### src/rtl/hazard_pkg.sv
// hazard_pkg: shared constants and types for the pipeline hazard controller.
//   FWD_*    : operand-select encodings driven on ForwardAE/ForwardBE
//   RES_LOAD : ResultSrcE encoding that marks a load in E
//   mc_state_e : multi-cycle execute FSM states
package hazard_pkg;

  localparam logic [1:0] FWD_RF   = 2'b00;
  localparam logic [1:0] FWD_M    = 2'b10;
  localparam logic [1:0] FWD_W    = 2'b01;
  localparam logic [1:0] RES_LOAD = 2'b01;

  typedef enum logic {
    IDLE = 1'b0,
    RUN  = 1'b1
  } mc_state_e;

endpackage

### src/rtl/hazard_fwd_sel.sv
// hazard_fwd_sel: combinational forwarding select for one E-stage operand.
//   RegWriteM/RdM : producer in M (highest priority)
//   RegWriteW/RdW : producer in W
//   RsE           : source register of the operand in E
//   fwd           : FWD_M / FWD_W / FWD_RF
// Writes to x0 are never forwarded.
module hazard_fwd_sel
  import hazard_pkg::*;
#(
  parameter int unsigned REG_AW = 5
) (
  input  logic              RegWriteM,
  input  logic              RegWriteW,
  input  logic [REG_AW-1:0] RdM,
  input  logic [REG_AW-1:0] RdW,
  input  logic [REG_AW-1:0] RsE,
  output logic [1:0]        fwd
);

  always_comb begin
    fwd = FWD_RF;
    if (RegWriteM && (RdM != '0) && (RdM == RsE)) begin
      fwd = FWD_M;
    end else if (RegWriteW && (RdW != '0) && (RdW == RsE)) begin
      fwd = FWD_W;
    end
  end

endmodule

### src/rtl/hazard_unit_mc.sv
// hazard_unit_mc: hazard controller for the 5-stage RV32 pipeline.
//   Inputs : D/E/M/W register addresses and write enables, load marker
//            (ResultSrcE), taken branch (PCSrcE), multi-cycle op flag
//            (MulDivE), perf counter clear (perf_clr), clk, reset_n
//            (synchronous, active low).
//   Outputs: StallF/D/E, FlushD/E/M pipeline-register controls,
//            ForwardAE/BE operand selects, mc_busy, and saturating
//            counters load_stall_cnt, mc_stall_cnt, flush_cnt.
// A multi-cycle op holds E for MC_LAT cycles, stalling F/D/E and
// injecting a bubble into M for the first MC_LAT-1 of them.
module hazard_unit_mc
  import hazard_pkg::*;
#(
  parameter int unsigned REG_AW = 5,
  parameter int unsigned MC_LAT = 4,
  parameter int unsigned CNT_W  = 32
) (
  input  logic              clk,
  input  logic              reset_n,
  input  logic [REG_AW-1:0] Rs1D,
  input  logic [REG_AW-1:0] Rs2D,
  input  logic [REG_AW-1:0] Rs1E,
  input  logic [REG_AW-1:0] Rs2E,
  input  logic [REG_AW-1:0] RdE,
  input  logic [REG_AW-1:0] RdM,
  input  logic [REG_AW-1:0] RdW,
  input  logic              RegWriteM,
  input  logic              RegWriteW,
  input  logic [1:0]        ResultSrcE,
  input  logic              PCSrcE,
  input  logic              MulDivE,
  input  logic              perf_clr,
  output logic              StallF,
  output logic              StallD,
  output logic              StallE,
  output logic              FlushD,
  output logic              FlushE,
  output logic              FlushM,
  output logic [1:0]        ForwardAE,
  output logic [1:0]        ForwardBE,
  output logic              mc_busy,
  output logic [CNT_W-1:0]  load_stall_cnt,
  output logic [CNT_W-1:0]  mc_stall_cnt,
  output logic [CNT_W-1:0]  flush_cnt
);

  localparam int unsigned CW       = (MC_LAT > 1) ? $clog2(MC_LAT) : 1;
  localparam bit          MC_MULTI = (MC_LAT > 1);
  // First RUN cycle already counts as one stall cycle, hence MC_LAT-2.
  localparam logic [CW-1:0] MC_INIT = MC_MULTI ? CW'(MC_LAT - 2) : '0;

  mc_state_e      state_q, state_d;
  logic [CW-1:0]  mc_cnt_q, mc_cnt_d;
  logic [CNT_W-1:0] ld_cnt_q, ld_cnt_d;
  logic [CNT_W-1:0] mc_scnt_q, mc_scnt_d;
  logic [CNT_W-1:0] fl_cnt_q, fl_cnt_d;

  logic       mc_stall;
  logic       lw_stall;
  logic [1:0] fwd_a, fwd_b;

  hazard_fwd_sel #(.REG_AW(REG_AW)) u_fwd_a (
    .RegWriteM (RegWriteM),
    .RegWriteW (RegWriteW),
    .RdM       (RdM),
    .RdW       (RdW),
    .RsE       (Rs1E),
    .fwd       (fwd_a)
  );

  hazard_fwd_sel #(.REG_AW(REG_AW)) u_fwd_b (
    .RegWriteM (RegWriteM),
    .RegWriteW (RegWriteW),
    .RdM       (RdM),
    .RdW       (RdW),
    .RsE       (Rs2E),
    .fwd       (fwd_b)
  );

  // Multi-cycle FSM: next state and mc_stall.
  always_comb begin
    state_d  = state_q;
    mc_cnt_d = mc_cnt_q;
    mc_stall = 1'b0;
    unique case (state_q)
      IDLE: begin
        if (MulDivE && MC_MULTI) begin
          mc_stall = 1'b1;
          state_d  = RUN;
          mc_cnt_d = MC_INIT;
        end
      end
      RUN: begin
        if (mc_cnt_q != '0) begin
          mc_stall = 1'b1;
          mc_cnt_d = mc_cnt_q - 1'b1;
        end else begin
          state_d = IDLE;
        end
      end
    endcase
    // Outputs are forced quiet while reset is held.
    if (!reset_n) begin
      mc_stall = 1'b0;
    end
  end

  always_comb begin
    lw_stall = reset_n && (ResultSrcE == RES_LOAD) && (RdE != '0) &&
               ((RdE == Rs1D) || (RdE == Rs2D));

    StallF    = lw_stall | mc_stall;
    StallD    = lw_stall | mc_stall;
    StallE    = mc_stall;
    FlushM    = mc_stall;
    FlushD    = reset_n & PCSrcE & ~mc_stall;
    FlushE    = (lw_stall | (reset_n & PCSrcE)) & ~mc_stall;
    mc_busy   = mc_stall;
    ForwardAE = reset_n ? fwd_a : FWD_RF;
    ForwardBE = reset_n ? fwd_b : FWD_RF;
  end

  // Saturating performance counters; clear beats increment.
  always_comb begin
    ld_cnt_d  = ld_cnt_q;
    mc_scnt_d = mc_scnt_q;
    fl_cnt_d  = fl_cnt_q;
    if (perf_clr) begin
      ld_cnt_d  = '0;
      mc_scnt_d = '0;
      fl_cnt_d  = '0;
    end else begin
      if (lw_stall && !mc_stall && !(&ld_cnt_q)) ld_cnt_d  = ld_cnt_q + CNT_W'(1);
      if (mc_stall && !(&mc_scnt_q))             mc_scnt_d = mc_scnt_q + CNT_W'(1);
      if (FlushD && !(&fl_cnt_q))                fl_cnt_d  = fl_cnt_q + CNT_W'(1);
    end
  end

  always_ff @(posedge clk) begin
    if (!reset_n) begin
      state_q   <= IDLE;
      mc_cnt_q  <= '0;
      ld_cnt_q  <= '0;
      mc_scnt_q <= '0;
      fl_cnt_q  <= '0;
    end else begin
      state_q   <= state_d;
      mc_cnt_q  <= mc_cnt_d;
      ld_cnt_q  <= ld_cnt_d;
      mc_scnt_q <= mc_scnt_d;
      fl_cnt_q  <= fl_cnt_d;
    end
  end

  assign load_stall_cnt = ld_cnt_q;
  assign mc_stall_cnt   = mc_scnt_q;
  assign flush_cnt      = fl_cnt_q;

endmodule

### config.mk
export PLATFORM = sky130hd
export DESIGN_NAME = hazard_unit_mc
export DESIGN_NICKNAME = d
export VERILOG_FILES = /design/src/rtl/hazard_pkg.sv /design/src/rtl/hazard_fwd_sel.sv /design/src/rtl/hazard_unit_mc.sv
export SDC_FILE = /design/constraint.sdc
export NUM_CORES = 1
export LEC_CHECK = 0
export BUFFER_PORTS_ARGS = -buffer_cell sky130_fd_sc_hd__buf_2
export CAP_MARGIN = 20
export CORE_MARGIN = 3
export CORE_UTILIZATION = 55
export DETAILED_ROUTE_END_ITERATION = 7
export HOLD_SLACK_MARGIN = 0.03
export PLACE_DENSITY_LB_ADDON = 0.15
export SKIP_CTS_REPAIR_TIMING = 1
export SLEW_MARGIN = 20
export SYNTH_ARGS = -nofsm -noshare
export SYNTH_HDL_FRONTEND = slang
export SYNTH_SLANG_ARGS = --single-unit
### constraint.sdc
create_clock -name clk -period 3.4 [get_ports clk]
set_input_delay 0.34 -clock clk [delete_from_list [all_inputs] [get_ports clk]]
set_output_delay 0.34 -clock clk [all_outputs]
set_load 0.01 [all_outputs]
==> impl_metrics.yaml, run 1 <==
timing:
  rsz0062_at_grt: "no"
  slew_headroom: 0.4153
  tightest_slew_ns: 0.8704
  hold_ws_ns: 0.3839
  finalCritPeriodShare: 0.8405
  fin_ws_ns: 0.5424
  setup_violations: 0
  setup_tns_ns: 0
  clock_skew_ns: 0.01332
  timing.fmax_mhz: 349.9
  final-hold-violation-count: 0
  slew_violations: 0
  period_minus_slack_ns: 2.858
placement:
  dp_worst_setup_slack_ns: 0.6899
  routabilityCongestion: 0.8586
  io_buffer_count: 150
  placedCellCount: 904
  hpwl_um: 9747
critical_path:
  critPathCaptureType: "output pin"
  crit_chain: "inv_1 > ha_1 > nor2b_4 > o21ai_4 > inv_4 > nor4_4 > nand2_1 > nand2_1 > buf_2"
  worstSetupStartpointType: "flip-flop"
  crit_type: "flip-flop to output pin"
  critPathSlowestCell: "nand2_1"
  critical-path-max-stage-delay_ns: 0.50
  crit_family: "simple AND/OR/NAND/NOR gates"
  path_buf_inv: 3
  crit_fanout: 29
  ff2ff_path_depth: 9
  crit_cells: 9
  critPathRequiredTime_ns: 3.06
  cp.arrival_ns: 2.52
  crit_path_frequent_cell: "nand2_1"
clock_network:
  cts-htree-levels: 3
  cts_tree: "built"
  clock_latency_ns: 0.37
  cts_buffers: 9
  clkTransAtPathRegs_ns: 0.09
  clk_path_buf_depth: 2
  root_buffer: "clkbuf_8"
  cts_sinks: 99
synth:
  yosysSeqAreaShare: 0.3762
  synth_nets: 691
  yosysMostFrequentCell: "dfxtp_1"
  synth-edff-count: 0
  ys_ff_latch: 99
  synth_cells: 643
  synth.top_cells.by_area: "dfxtp_1, xor2_1, xnor2_1"
  syn-cell-area_mm2: 0.005268
  synth_warnings: 0
  ys.flop_type: "dfxtp_1"
  synthDistinctLibCells: 48
  syn_avg_cell_area_um2: 8.192
  synth_common_cells: "dfxtp_1, nor2_1, a21oi_1, nand2_1, nand3_1"
  synth_top_area_frac: 0.3762
  yosys.area.top_type: "dfxtp_1"
  ys_async_sr_fraction: 0
cells_and_area:
  layout.nets: 834
  stdcell_count: 920
  drive_gt1_frac: 0.2402
  n_fill_cell: 842
  antenna_cells: 0
  area_growth_pct: 19.79
  multi_input_area_mm2: 0.003108
  regArea_mm2: 0.001982
power:
  ir_drop_v: 0.0003053
  power_w: 0.002142
  clockPowerShare: 0.388
  power_leakage_nw: 2.386
  power_frac_seq: 0.544
  comb_power_share: 0.068
  switchingPower_w: 0.0005053
  powerDensity_mw_per_mm2: 339.4
  switching_share: 0.2360
  intPower_w: 0.001636
global_route:
  grt_max_degree: 39
  grt.met3_usage: 0.05897
  antenna_found_initial: 0
  use_met1: 0.3047
  grt_pass1_wl_um: 22090
  grt_use_met2: 0.4034
  grtUsageTotal: 0.2386
  grt_overflow: 0
  globalRoute.busiestLayer: "met2"
  grt_pass1_vias: 4800
job:
  maxCapViolCount: 0
routing:
  drtIter0Drc: 257
  post_drt_via_cell_ratio: 5.709
  ant_nets: 0
  avgRoutedWirePerCell_um: 14.23
  drc: 0
  firstDrtPassIters: 5
  wl_um: 13090
  vias: 5252
floorplanning:
  fp-row-count: 35
  dieArea_mm2: 0.01079
  die-height_um: 103.9
  core_area_mm2: 0.009284
  start_util: 0.5674
  pin_count: 151
  fp.dieW_um: 103.9
hold_path:
  hp-class: "input pin to flip-flop"
  min_path_cells: 3
run_status:
  status: "finished clean"
[flip-flops by register name, indices dropped and copies added, names as in the netlist]
| signal | cells |
|---|---|
| flush_cnt | 32 |
| load_stall_cnt | 32 |
| mc_stall_cnt | 32 |
| mc_cnt_q | 2 |
| state_q | 1 |
[layout make-up]
type                    count  share of cell area
multi-input cells         507              0.4926
repair buffers            155              0.1249
flip-flops and latches     99              0.3141
clock buffers               9             0.01963
well taps                 129             0.02558
clock inverters             7             0.01448
inverters                  14            0.008725
[path summary, 6_finish.rpt]
check        slack (ns)             from                 end
max                0.54      mc_cnt_q[0]              FlushE
min                0.38         perf_clr  load_stall_cnt[23]
max reg2reg        0.68      mc_cnt_q[0]  load_stall_cnt[27]
min reg2reg        0.49  mc_stall_cnt[1]     mc_stall_cnt[1]
[logic make-up (layout without fill, tap and decap cells)]
| group | after synthesis | after routing | share of synthesized area |
|---|---|---|---|
| xor+xnor | 75 | 75 | 0.1247 |
| mux | 3 | 3 | 0.005701 |
| fa+ha+maj | 4 | 4 | 0.009502 |
| simple gates | 312 | 312 | 0.3252 |
| buf+inv | 37 | 185 | 0.03421 |
| flops | 99 | 99 | 0.3762 |
| compound gates | 113 | 113 | 0.1245 |
[layout by cell type (no fill, tap or decap), types with 4 or more instances in the layout]
cell type    n
o31ai_1      8
and4_1      11
o21ai_0     38
nand2_1     47
and2_1       5
and3_1      17
dfxtp_1     99
nor3_1      18
nand3_1     42
nor4_1       7
o21a_1       4
or3_1       36
nor4_2       4
or4_1       12
a21oi_1     47
nand4_1     32
xnor2_1     34
buf_2      150
nor2_1      63
buf_4        5
clkbuf_8     9
inv_1       13
xor2_1      41
ha_1         4
or2_2        6
[power groups by stage]
| stage | combinational, W | sequential, W | clock [W] |
|---|---|---|---|
| 6_report | 0.000145 | 0.00116 | 0.000832 |
| 5_1_grt | 0.000159 | 0.00117 | 0.000890 |
| 4_1_cts | 0.000146 | 0.00116 | 0.000847 |
| 3_5_place_dp | 0.000145 | 0.00119 | 0 |
| 3_3_place_gp | 0.000141 | 0.00119 | 0 |
| 2_1_floorplan | 0.0000881 | 0.00119 | 0 |
[worst min-delay path: stages]
cell and delay (ns):
buf_2 0.09, nor2_1 0.13, o21a_1 0.14
[per-layer routing]
metal | up-vias | part of all wire
met5 | - | 0
met3 | 13 | 0.070
met1 | 2453 | 0.44
met2 | 169 | 0.48
met4 | 0 | 0.011
li1 | 2617 | -
[metrics by stage]
stage / instance area (um^2) / utilization
floorplan: 5268 / -
global placement: 6095 / 0.6565
detailed placement: 6095 / 0.6565
CTS: 6310 / 0.6797
global route: 6310 / 0.6797
finish: 6310 / 0.6797
Power figures use the tool's default switching activity.
==> run 2: changes to the inputs <==
Settings changed: CORE_UTILIZATION 55 to 52.
Clock period 3.4 ns to 2.7 ns, I/O delays scaled along.
==> impl_metrics.yaml, run 2 (synthesized netlist as in run 1, its figures left out) <==
run_status:
  status: "finished clean"
global_route:
  grt_overflow: 0
  grt_pass1_wl_um: 22560
  grt_pass1_vias: 4962
  antenna_found_initial: 0
  grt_max_degree: 43
  grtUsageTotal: 0.2381
timing:
  timing.fmax_mhz: 400.6
  slew_headroom: 0.5405
  clock_skew_ns: 0.01169
  hold_ws_ns: 0.2845
  slew_violations: 0
  setup_tns_ns: 0
  finalCritPeriodShare: 0.9245
  period_minus_slack_ns: 2.496
  rsz0062_at_grt: "no"
  tightest_slew_ns: 0.6860
  final-hold-violation-count: 0
  setup_violations: 0
cells_and_area:
  n_fill_cell: 915
  layout.nets: 839
  multi_input_area_mm2: 0.003108
  regArea_mm2: 0.001982
  antenna_cells: 0
  drive_gt1_frac: 0.2406
  final_common_cell: "buf_2"
  layout_common_cells: "buf_2, dfxtp_1, nor2_1, a21oi_1, nand2_1"
  utilization: 0.6450
  postLayoutCellArea_mm2: 0.006334
  area_growth_pct: 20.24
routing:
  drc: 0
  vias: 5285
  drtIter0Drc: 217
  wl_um: 13330
  avgRoutedWirePerCell_um: 14.38
  firstDrtPassIters: 6
  ant_nets: 0
  post_drt_via_cell_ratio: 5.701
placement:
  io_buffer_count: 150
  hpwl_um: 10110
  place_area_mm2: 0.006137
  routabilityCongestion: 0.8851
power:
  ir_drop_v: 0.0002445
  power_w: 0.002649
  power_leakage_nw: 2.402
  powerDensity_mw_per_mm2: 418.3
clock_network:
  cts_tree: "built"
  clk_path_buf_depth: 2
  clkTransAtPathRegs_ns: 0.09
  cts_buffers: 9
  root_buffer: "clkbuf_8"
  cts-htree-levels: 3
  cts_sinks: 99
  clock_latency_ns: 0.37
floorplanning:
  start_util: 0.5364
  core_area_mm2: 0.009819
  fp-row-count: 36
  fp.dieW_um: 106.6
  pin_count: 151
  die-height_um: 106.6
  dieArea_mm2: 0.01137
critical_path:
  critical-path-max-stage-delay_ns: 0.31
  crit_path_frequent_cell: "nand2_1"
  cp.arrival_ns: 2.23
  crit_chain: "inv_1 > ha_1 > nor2b_4 > o21ai_4 > inv_4 > nor4_4 > nand2_1 > buf_4 > nand2_1 > buf_2"
  critPathRequiredTime_ns: 2.43
  ff2ff_path_depth: 10
  crit_family: "simple AND/OR/NAND/NOR gates"
  critPathCaptureType: "output pin"
  crit_type: "flip-flop to output pin"
  crit_fanout: 29
  critPathSlowestCell: "dfxtp_1"
  r2r-end: "load_stall_cnt[27]"
  worstSetupStartpointType: "flip-flop"
  reg2reg_from: "mc_cnt_q[0]"
  rrSetupSlack_ns: 0.35
  path_buf_inv: 4
job:
  maxCapViolCount: 0
hold_path:
  hold_start: "perf_clr"
  hp-class: "input pin to flip-flop"
  min_path_cells: 3
  hold_end: "mc_stall_cnt[31]"
run 2: cell types whose count changed in the layout (fill, tap and decap cells not counted):
cell and delta:
buf_4 +5, clkbuf_1 +2, clkinv_2 -2, clkinvlp_4 -1, inv_6 -1
run 2: worst min-delay path: cells and delay by family:
family	cells	cell delay (ns)
AOI/OAI and AO/OA	1	0.13
buffers and inverters	1	0.08
and+or+nand+nor	1	0.12
run 2: area by class of cell:
class / count / share of cell area
flip-flops and latches: 99 / 0.3129
multi-input cells: 507 / 0.4907
repair buffers: 160 / 0.1304
inverters: 14 / 0.008692
clock buffers: 11 / 0.02074
well taps: 133 / 0.02627
clock inverters: 3 / 0.01027
run 2: how the worst max path moves through the flow:
stage | startpoint | end | cells past startpoint
2_1_floorplan | mc_cnt_q[0] | load_stall_cnt[30] | 11
3_3_place_gp | mc_cnt_q[0] | load_stall_cnt[27] | 10
3_5_place_dp | mc_cnt_q[0] | load_stall_cnt[27] | 10
4_1_cts | mc_cnt_q[0] | FlushE | 10
5_1_grt | mc_cnt_q[0] | FlushE | 10
6_report | mc_cnt_q[0] | FlushE | 10
run 2: through the flow:
step                      instances  worst slack [ns]
after floorplan                 643            0.4968
after global placement          913            0.4528
after detailed placement        913            0.3537
after CTS                       927            0.1769
after global routing            927           0.03621
final                           927            0.2037
run 2: where the power goes:
part | internal, W | switching [W] | total [W]
Clock | 0.000512 | 0.000486 | 0.000998
Sequential | 0.00146 | 0.00000314 | 0.00147
Combinational | 0.0000762 | 0.000109 | 0.000185
Total | 0.00205 | 0.000598 | 0.00265
run 2: metal layers:
| layer | vias to the layer above | routed length (um) | track usage | share of wire |
|---|---|---|---|---|
| met5 | - | 0 | 0 | 0 |
| met4 | 0 | 244 | 0.08219 | 0.018 |
| met3 | 18 | 946 | 0.05117 | 0.071 |
| met2 | 157 | 6397 | 0.4038 | 0.48 |
| met1 | 2484 | 5743 | 0.2997 | 0.43 |
| li1 | 2626 | - | - | - |
==> run 3: changes to the inputs <==
Settings changed: CORE_UTILIZATION 52 to 48, SYNTH_HIERARCHICAL set to 1.
Clock period 2.7 ns to 2.09 ns, I/O delays scaled along.
==> impl_metrics.yaml, run 3 <==
synth:
  synth_top_area_frac: 0.3696
  ys_async_sr_fraction: 0
  syn_avg_cell_area_um2: 8.162
  yosys.area.top_type: "dfxtp_1"
  ys_ff_latch: 99
  yosysMostFrequentCell: "dfxtp_1"
  synth-edff-count: 0
  synthDistinctLibCells: 51
  ys.flop_type: "dfxtp_1"
  synth.top_cells.by_area: "dfxtp_1, xnor2_1, nor2_1"
  synth_common_cells: "dfxtp_1, nor2_1, nand2_1, xnor2_1, nand3_1"
  synth_cells: 657
  yosysSeqAreaShare: 0.3696
  synth_warnings: 6
  synth_nets: 705
  syn-cell-area_mm2: 0.005363
timing:
  fin_ws_ns: 0.007290
  clock_skew_ns: 0.009588
  tightest_slew_ns: 0.7366
  slew_violations: 0
  hold_ws_ns: 0.2496
  period_minus_slack_ns: 2.083
  final-hold-violation-count: 0
  finalCritPeriodShare: 0.9965
  rsz0062_at_grt: "yes"
  slew_headroom: 0.5090
  setup_violations: 0
  timing.fmax_mhz: 480.1
cells_and_area:
  regArea_mm2: 0.001991
  n_fill_cell: 900
  layout_common_cells: "buf_2, dfxtp_1, buf_4, nor2_1, nand2_1"
  final_common_cell: "buf_2"
  postLayoutCellArea_mm2: 0.007222
  layout.nets: 924
  multi_input_area_mm2: 0.003405
  antenna_cells: 0
  utilization: 0.6812
  area_growth_pct: 34.67
  drive_gt1_frac: 0.3557
power:
  power_w: 0.003361
  power_leakage_nw: 2.914
  powerDensity_mw_per_mm2: 465.4
  ir_drop_v: 0.0004986
job:
  maxCapViolCount: 0
placement:
  dp_worst_setup_slack_ns: -0.09183
  io_buffer_count: 150
  place_area_mm2: 0.006770
  routabilityCongestion: 0.9165
  hpwl_um: 11320
run_status:
  status: "finished clean"
routing:
  firstDrtPassIters: 4
  vias: 5643
  post_drt_via_cell_ratio: 5.554
  drtIter0Drc: 290
  avgRoutedWirePerCell_um: 15.03
  ant_nets: 0
  wl_um: 15270
  drc: 0
floorplanning:
  dieArea_mm2: 0.01248
  pin_count: 151
  fp-row-count: 37
  die-height_um: 111.7
  fp.dieW_um: 111.7
  start_util: 0.5058
  core_area_mm2: 0.01060
global_route:
  grt_pass1_wl_um: 24430
  antenna_found_initial: 0
  grt_max_degree: 53
  grt_pass1_vias: 5256
  grtUsageTotal: 0.2347
  grt_overflow: 0
clock_network:
  cts_sinks: 99
  clkTransAtPathRegs_ns: 0.10
  cts-htree-levels: 3
  cts_tree: "built"
  clk_path_buf_depth: 2
  clock_latency_ns: 0.38
  cts_buffers: 9
  root_buffer: "clkbuf_8"
critical_path:
  path_buf_inv: 0
  worstSetupStartpointType: "flip-flop"
  critical-path-max-stage-delay_ns: 0.54
  cp.arrival_ns: 2.40
  critPathRequiredTime_ns: 2.41
  critPathCaptureType: "flip-flop"
  crit_family: "simple AND/OR/NAND/NOR gates"
  crit_chain: "ha_1 > nand3_2 > nor3_4 > and3_1 > or4b_4 > or4_4 > a21oi_2"
  crit_type: "flip-flop to flip-flop"
  crit_fanout: 6
  critPathSlowestCell: "or4b_4"
hold_path:
  hp-class: "input pin to flip-flop"
## run 3: cell types whose count changed after synthesis, moves of 12 or more
| cell | previous run | this run |
|---|---|---|
| a21oi_1 | 47 | 33 |
| nand2_1 | 47 | 62 |
| nor2_1 | 63 | 75 |
| o21ai_0 | 38 | 17 |
| or3_1 | 36 | 23 |
| xnor2_1 | 34 | 53 |
| xor2_1 | 41 | 28 |
## run 3: kinds of logic after synthesis
group	synth area share
and+or+nand+nor	0.3446
DFF	0.3696
adders and majority gates	0.009333
muxes	0.003733
buffers and inverters	0.03406
xor gates and xnor gates	0.1323
AOI/OAI and AO/OA	0.1064
## run 3: metrics by stage
step	TNS [ns]	std cells
2_1_floorplan	0	657
3_3_place_gp	-0.06797	993
3_5_place_dp	-0.2720	993
4_1_cts	-1.728	1008
5_1_grt	-0.7184	1016
6_report	0	1016
## run 3: power breakdown
group | internal, W | total (W) | switching, W
Sequential | 0.00189 | 0.00190 | 0.00000477
Combinational | 0.000140 | 0.000311 | 0.000171
Clock | 0.000465 | 0.00115 | 0.000689
Total | 0.00250 | 0.00336 | 0.000865
## run 3: layer usage
| metal | global-route usage | routed length (um) | up-vias |
|---|---|---|---|
| met5 | 0 | 0 | - |
| met4 | 0.06488 | 209 | 0 |
| met3 | 0.07663 | 1074 | 18 |
| met2 | 0.3889 | 7343 | 160 |
| met1 | 0.2935 | 6640 | 2683 |
| li1 | - | - | 2782 |
## run 3: final cells by class
class | instances | share of cell area
clock inverters | 5 | 0.005371
inverters | 18 | 0.009702
well taps | 136 | 0.02356
clock buffers | 10 | 0.01906
repair buffers | 233 | 0.1953
multi-input cells | 515 | 0.4714
flip-flops and latches | 99 | 0.2756
## run 3: final timing paths
check	start	to	slack (ns)	depth (start not counted)
worst max-delay path	load_stall_cnt[0]	load_stall_cnt[19]	0.007	7
worst min-delay path	reset_n	mc_cnt_q[1]	0.25	3
worst max register to register	load_stall_cnt[0]	load_stall_cnt[19]	0.007	7
worst min register to register	load_stall_cnt[9]	load_stall_cnt[9]	0.51	2
## run 3: worst register-to-register path: stages (launching register included)
cell	delay [ns]
dfxtp_2	0.34
ha_1	0.22
nand3_2	0.11
nor3_4	0.05
and3_1	0.21
or4b_4	0.54
or4_4	0.44
a21oi_2	0.12
